[src/rtl/video_timing_if.sv]
// Raster timing bundle between the timing generator and its consumers.
// The master drives position, enables and syncs; the slave drives en.
interface video_timing_if;
  logic        en;
  logic [15:0] x;
  logic [15:0] y;
  logic        vde;
  logic        hsync;
  logic        vsync;
  logic        line_start;
  logic        frame_start;

  modport master (
    input  en,
    output x, y, vde, hsync, vsync,
    output line_start, frame_start
  );

  modport slave (
    output en,
    input  x, y, vde, hsync, vsync,
    input  line_start, frame_start
  );
endinterface

[src/rtl/video_timing_gen.sv]
// Free-running raster timing generator: h/v counters decoded into
// registered position, data enable, syncs and line/frame pulses.
module video_timing_gen #(
  parameter int H_ACTIVE = 1920,
  parameter int H_FP     = 88,
  parameter int H_SYNC   = 44,
  parameter int H_BP     = 148,
  parameter int V_ACTIVE = 1080,
  parameter int V_FP     = 4,
  parameter int V_SYNC   = 5,
  parameter int V_BP     = 36,
  parameter bit HS_POL   = 1'b1,
  parameter bit VS_POL   = 1'b1
) (
  input  logic           clk,
  input  logic           rst,
  video_timing_if.master vt
);

  localparam int H_TOTAL = H_ACTIVE + H_FP + H_SYNC + H_BP;
  localparam int V_TOTAL = V_ACTIVE + V_FP + V_SYNC + V_BP;

  if (H_TOTAL > 65535 || V_TOTAL > 65535) begin : g_bad_size
    $error("video_timing_gen: H_TOTAL/V_TOTAL exceed 16 bits");
  end

  localparam logic [15:0] H_LAST = 16'(H_TOTAL - 1);
  localparam logic [15:0] V_LAST = 16'(V_TOTAL - 1);
  localparam logic [15:0] H_ACT  = 16'(H_ACTIVE);
  localparam logic [15:0] V_ACT  = 16'(V_ACTIVE);
  localparam logic [15:0] HS_BEG = 16'(H_ACTIVE + H_FP);
  localparam logic [15:0] HS_END = 16'(H_ACTIVE + H_FP + H_SYNC);
  localparam logic [15:0] VS_BEG = 16'(V_ACTIVE + V_FP);
  localparam logic [15:0] VS_END = 16'(V_ACTIVE + V_FP + V_SYNC);

  logic [15:0] hc_q, hc_d;
  logic [15:0] vc_q, vc_d;
  logic [15:0] x_q, x_d;
  logic [15:0] y_q, y_d;
  logic        vde_q, vde_d;
  logic        hs_q, hs_d;
  logic        vs_q, vs_d;
  logic        ls_q, ls_d;
  logic        fs_q, fs_d;
  logic        hs_on, vs_on;

  assign hs_on = (hc_q >= HS_BEG) && (hc_q < HS_END);
  assign vs_on = (vc_q >= VS_BEG) && (vc_q < VS_END);

  always_comb begin
    hc_d  = hc_q;
    vc_d  = vc_q;
    x_d   = x_q;
    y_d   = y_q;
    vde_d = vde_q;
    hs_d  = hs_q;
    vs_d  = vs_q;
    ls_d  = 1'b0;
    fs_d  = 1'b0;
    if (vt.en) begin
      x_d   = hc_q;
      y_d   = vc_q;
      vde_d = (hc_q < H_ACT) && (vc_q < V_ACT);
      hs_d  = hs_on ? HS_POL : ~HS_POL;
      vs_d  = vs_on ? VS_POL : ~VS_POL;
      ls_d  = (hc_q == '0);
      fs_d  = (hc_q == '0) && (vc_q == '0);
      if (hc_q == H_LAST) begin
        hc_d = '0;
        vc_d = (vc_q == V_LAST) ? '0 : vc_q + 16'd1;
      end else begin
        hc_d = hc_q + 16'd1;
      end
    end
  end

  always_ff @(posedge clk) begin
    if (rst) begin
      hc_q  <= '0;
      vc_q  <= '0;
      x_q   <= '0;
      y_q   <= '0;
      vde_q <= 1'b0;
      hs_q  <= ~HS_POL;
      vs_q  <= ~VS_POL;
      ls_q  <= 1'b0;
      fs_q  <= 1'b0;
    end else begin
      hc_q  <= hc_d;
      vc_q  <= vc_d;
      x_q   <= x_d;
      y_q   <= y_d;
      vde_q <= vde_d;
      hs_q  <= hs_d;
      vs_q  <= vs_d;
      ls_q  <= ls_d;
      fs_q  <= fs_d;
    end
  end

  assign vt.x           = x_q;
  assign vt.y           = y_q;
  assign vt.vde         = vde_q;
  assign vt.hsync       = hs_q;
  assign vt.vsync       = vs_q;
  assign vt.line_start  = ls_q;
  assign vt.frame_start = fs_q;

endmodule

[src/flat_wrapper.sv]
// flat-port wrapper written by rule: the top's interface ports become plain ports
module video_timing_gen_flat 
#(
  parameter int H_ACTIVE = 1920,
  parameter int H_FP     = 88,
  parameter int H_SYNC   = 44,
  parameter int H_BP     = 148,
  parameter int V_ACTIVE = 1080,
  parameter int V_FP     = 4,
  parameter int V_SYNC   = 5,
  parameter int V_BP     = 36,
  parameter bit HS_POL   = 1'b1,
  parameter bit VS_POL   = 1'b1
)
  (clk, rst, vt_en, vt_x, vt_y, vt_vde, vt_hsync, vt_vsync, vt_line_start, vt_frame_start);
  video_timing_if vt_i ();
  input  logic clk;
  input  logic rst;
  input wire logic [$bits(vt_i.en)-1:0] vt_en;
  output wire logic [$bits(vt_i.x)-1:0] vt_x;
  output wire logic [$bits(vt_i.y)-1:0] vt_y;
  output wire logic [$bits(vt_i.vde)-1:0] vt_vde;
  output wire logic [$bits(vt_i.hsync)-1:0] vt_hsync;
  output wire logic [$bits(vt_i.vsync)-1:0] vt_vsync;
  output wire logic [$bits(vt_i.line_start)-1:0] vt_line_start;
  output wire logic [$bits(vt_i.frame_start)-1:0] vt_frame_start;
  assign vt_i.en = vt_en;
  assign vt_x = vt_i.x;
  assign vt_y = vt_i.y;
  assign vt_vde = vt_i.vde;
  assign vt_hsync = vt_i.hsync;
  assign vt_vsync = vt_i.vsync;
  assign vt_line_start = vt_i.line_start;
  assign vt_frame_start = vt_i.frame_start;
  video_timing_gen #(.H_ACTIVE(H_ACTIVE), .H_FP(H_FP), .H_SYNC(H_SYNC), .H_BP(H_BP), .V_ACTIVE(V_ACTIVE), .V_FP(V_FP), .V_SYNC(V_SYNC), .V_BP(V_BP), .HS_POL(HS_POL), .VS_POL(VS_POL)) u_core (.clk(clk), .rst(rst), .vt(vt_i));
endmodule
[config.mk]
export PLATFORM = sky130hd
export DESIGN_NAME = video_timing_gen_flat
export DESIGN_NICKNAME = d
export VERILOG_FILES = /design/src/rtl/video_timing_if.sv /design/src/rtl/video_timing_gen.sv /design/src/flat_wrapper.sv
export SDC_FILE = /design/constraint.sdc
export NUM_CORES = 1
export LEC_CHECK = 0
export ABC_CLOCK_PERIOD_IN_PS = 6650
export BUFFER_PORTS_ARGS = -buffer_cell sky130_fd_sc_hd__buf_2
export CORE_MARGIN = 2
export CORE_UTILIZATION = 40
export CTS_CLUSTER_SIZE = 16
export DETAILED_ROUTE_END_ITERATION = 7
export PLACE_DENSITY = 0.65
export RECOVER_POWER = 100
export SLEW_MARGIN = 5
export SYNTH_ARGS = -nofsm -noshare
export SYNTH_HDL_FRONTEND = slang
export SYNTH_SLANG_ARGS = --single-unit
[constraint.sdc]
create_clock -name clk -period 6.65 [get_ports clk]
set_clock_uncertainty 0.05 [all_clocks]
set_input_delay 1.33 -clock clk [delete_from_list [all_inputs] [get_ports clk]]
set_output_delay 1.33 -clock clk [all_outputs]
set_load 0.005 [all_outputs]
# [Word-level counts from Yosys, hierarchy flattened]
# Index checks and enable logic that the tools add are counted.
[totals] in_bits=3 output_inout_bits=37 regBits=69
[classes] eq_ne=2 n_mux=4 n_addsub=2 bitwise_logic=1 magnitude_cmp=6 reduce_logical=8
[op_table] operator="$lt 16x11->1 const B" n=3
[op_table] operator="$add 16x1->16 const B" n=2
[op_table] operator="$ge 16x11->1 const B" n=2
[op_table] operator="$logic_not 16->1" n=2
[op_table] operator="$mux 16" n=2
[op_table] operator="$eq 16x11->1 const B" n=1
[op_table] operator="$eq 16x12->1 const B" n=1
[op_table] operator="$lt 16x12->1 const B" n=1
[op_table] operator="$logic_and 1x1->1" n=4
[op_table] operator="$mux 1" n=2
[op_table] operator="$reduce_and 2->1" n=1
[op_table] operator="$reduce_or 2->1" n=1
[op_table] operator="$not 1->1" n=1

# [Logic depth before layout (Yosys ltp)]
[logic_depth] depth_word=3 mapped_depth=9 mapped_depth_nobuf=7

# [Worst setup path before layout]
# OpenSTA, ideal clock, no wires.
[synth_path] path_kind="in2reg" startpoint="input vt_en" endpoint="register u_core.vc_q[8]" setup_ps=70 slack_ps=3803 cell_stages=6 t_arrival_ps=2726 path_cell_list="inv_1 or2_2 clkbuf_1 or2_1 or4_1 a21oi_1"
[synth_via] elab_chain_cells=1
[synth_lines] element="from (decl)" line_no="flat_wrapper.sv:19" text="input wire logic [$bits(vt_i.en)-1:0] vt_en;"
[synth_lines] element="$reduce_and 2->1 (no line)"
[synth_lines] element="to (signal assigned)" line_no="video_timing_gen.sv:90" text="vc_q <= vc_d;"
[synth_lines] element="to (decl)" line_no="video_timing_gen.sv:37" text="logic [15:0] vc_q, vc_d;"
# Every way passes these cells.
# A chain may end at the register's enable or synchronous reset.

# [Worst setup path in the final report]
# Same ends and word-level chain as after synthesis.

==> metrics.cfg <==
[synthesis]
syn_avg_cell_area_um2 = 8.69
syn-num-nets = 359
synth_flop_cell = dfxtp_1
syn-cell-area_um2 = 3050
netlist_instances = 351
seq_area_frac_synth_pct = 45.3
ys_warn_count = 0
ys_ff_latch = 69
synth_edf_count = 0
ys_async_sr_fraction_pct = 0
ys_types = 40

[critical_path]
end_kind = flip-flop
crit_path_top_delay_cell = or4_1
critPathBufInv = 3
startpoint_type = primary input
path_cells = buf_2, buf_4, inv_1, or2_0, or2_0, or4_1, a21oi_1
cp-startpoint = vt_en
cp_max_fo = 41
crit_top_cell = or2_0
max_stage_delay_ps = 560
critical_path_arrival_ps = 3780
required_ps = 6870
r2r-start = u_core.hc_q[5]
crit_type = primary input to flip-flop
crit_family = simple AND/OR/NAND/NOR gates

[clock_network]
cts_made_buffers = 9
cts_resized = 0
postCtsSetupBuffers = 0
cts.clk_slew.worst_paths_ps = 70
clockBufferDepth = 2
root_buffer = clkbuf_8
clock_latency_ps = 350
cts_tree = done
ctsHoldBuffers = 0
cts.sinks = 69
cts_max_level = 3

[timing]
fin_setup_tns_ps = 0
hold_viol = 0
rsz0062_at_grt = false
post-route-period-util_pct = 53.5
fmax_ghz = 0.281
fin_crit_ps = 3560
max_slew_margin_pct = 37.8
setup_viol = 0
drv_slew = 0
fin_hold_ws_ps = 432
worst_pin_slew_ps = 933

[routing]
firstDrtPassIters = 5
vias = 2503
drt-vias-per-instance = 5.20
post_drt_wl_per_cell_um = 13.7
drcViolationCount = 0
drt_iter0_markers = 130
ant_nets = 0
drt-total-wl_um = 6570

[min_path]
hold_class = flip-flop to flip-flop
min_from = u_core.vt.y[10]

[global_routing]
top_usage_layer = met2
antenna_found_initial = 0
use_met2_pct = 27.5
track_usage_pct = 16.9
grt_pass1_vias = 2440
overflow = 0
grt_max_degree = 54
grt_util_met1_pct = 21.5
met3_usage_pct = 4.48
grt_first_pass_wirelength_um = 11400

[power_and_ir_drop]
p_leak_nw = 1.42
cellPowerDensity_nw_per_um2 = 226
vdd_drop_max_mv = 0.117

[floorplanning]
die_area_um2 = 8340
initial_core_util_pct = 41.6
core_area_um2 = 7330
die_w_um = 91.3
rows = 31
io_pins = 40
floorplan.die.height_um = 91.3

[final_layout]
nets = 385
num_antenna_cells = 0
area_delta_synth_final_pct = 13.7
fin_util_pct = 47.3
regArea_um2 = 1380
fillers = 717
multi_input_area_um2 = 1540
drive_gt1_share_pct = 13.1

[status]
outcome = finished, final reports clean

[placement]
port_buffers = 39
gpl.final_weighted_congestion = 0.915
dpl.hpwl_um = 4460

[job]
maxCapViolations = 0

-- through the flow --
stage / setup slack [ps] / cells / area (um2) / total power (W)
floorplan: 3800 / 351 / 3050 / 0.000447
global placement: 2910 / 465 / 3280 / 0.000453
finish: 3090 / 481 / 3470 / 0.000785
global route: 2890 / 481 / 3470 / 0.000815
CTS: 3180 / 481 / 3480 / 0.000795
detailed placement: 2800 / 465 / 3280 / 0.000453
-- per-layer routing --
layer	wire length [um]	up-vias
met5	0	-
met4	125	0
met2	3030	74
li1	-	1279
met3	450	12
met1	2970	1138
-- worst reg2reg max path, cell delays in order (launching register included) --
cell     delay [ps]
dfxtp_1         370
or4_4           570
or4_1           630
or2_0           430
or4_1           560
a21oi_1         140
-- power by group --
group | switching [W] | internal, W
Sequential | 0.00000203 | 0.000416
Clock | 0.000161 | 0.000182
Combinational | 0.0000166 | 0.00000874
Total | 0.000179 | 0.000606
-- cell families after synthesis --
family / synth area share, %
adder cells (fa/ha/maj): 2.05
multiplexers: 10.5
AO/OA/AOI/OAI: 6.97
AND/OR/NAND/NOR: 26.3
XOR/XNOR: 4.59
buffers and inverters: 4.35
flip-flops: 45.3
-- sequential cells by signal, summed over array words and instances, names as in the netlist --
name and cells:
u_core.hc_q 16, u_core.vc_q 16, u_core.vt.frame_start 1, u_core.vt.hsync 1, u_core.vt.line_start 1, u_core.vt.vde 1, u_core.vt.vsync 1, u_core.vt.x 16
u_core.vt.y 16
-- cells in the mapped netlist, types with 3 or more instances --
library cell	count	share of area (%)
ha_1	5	2.1
xnor2_1	8	2.3
and3_1	7	1.4
xor2_1	8	2.3
buf_2	4	0.66
dfxtp_1	69	45
or3_1	3	0.62
or4_1	8	2.0
nor2_1	63	7.7
o31ai_1	3	0.74
clkbuf_1	19	2.3
mux2i_1	32	10
nand4_1	10	2.1
inv_1	8	0.98
nor4_1	11	2.3
o21ai_0	7	1.1
or2_2	4	0.82
nand2_1	16	2.0
nand3_1	19	3.1
nor3_1	5	0.82
a21oi_1	18	3.0
buf_1	3	0.37
-- placed cells by master, fill, tap and decap left out, drive strengths merged, types with 9 or more instances in the layout --
cell type / n
nand3: 19
clkbuf: 22
a21oi: 18
nand4: 10
nor2: 63
mux2i: 32
dfxtp: 69
nand2: 16
or4: 9
nor4: 11
buf: 29
-- final cells by class --
| type | instances | area share (%) |
|---|---|---|
| clock buffer | 10 | 3.97 |
| clock inverter | 6 | 1.80 |
| inverter | 8 | 0.866 |
| multi-input combinational | 248 | 44.3 |
| sequential | 69 | 39.8 |
| tap | 99 | 3.57 |
| timing repair buffer | 41 | 5.63 |
-- path summary, 6_finish.rpt --
check / cells past startpoint / slack (ps) / to
setup / recovery: 7 / 3090 / u_core.vc_q[8]
hold / removal: 2 / 430 / u_core.vt.y[10]
setup reg to reg: 5 / 3820 / u_core.vc_q[8]
hold reg to reg: 2 / 430 / u_core.vt.y[10]
Power figures use the tool's default switching activity.
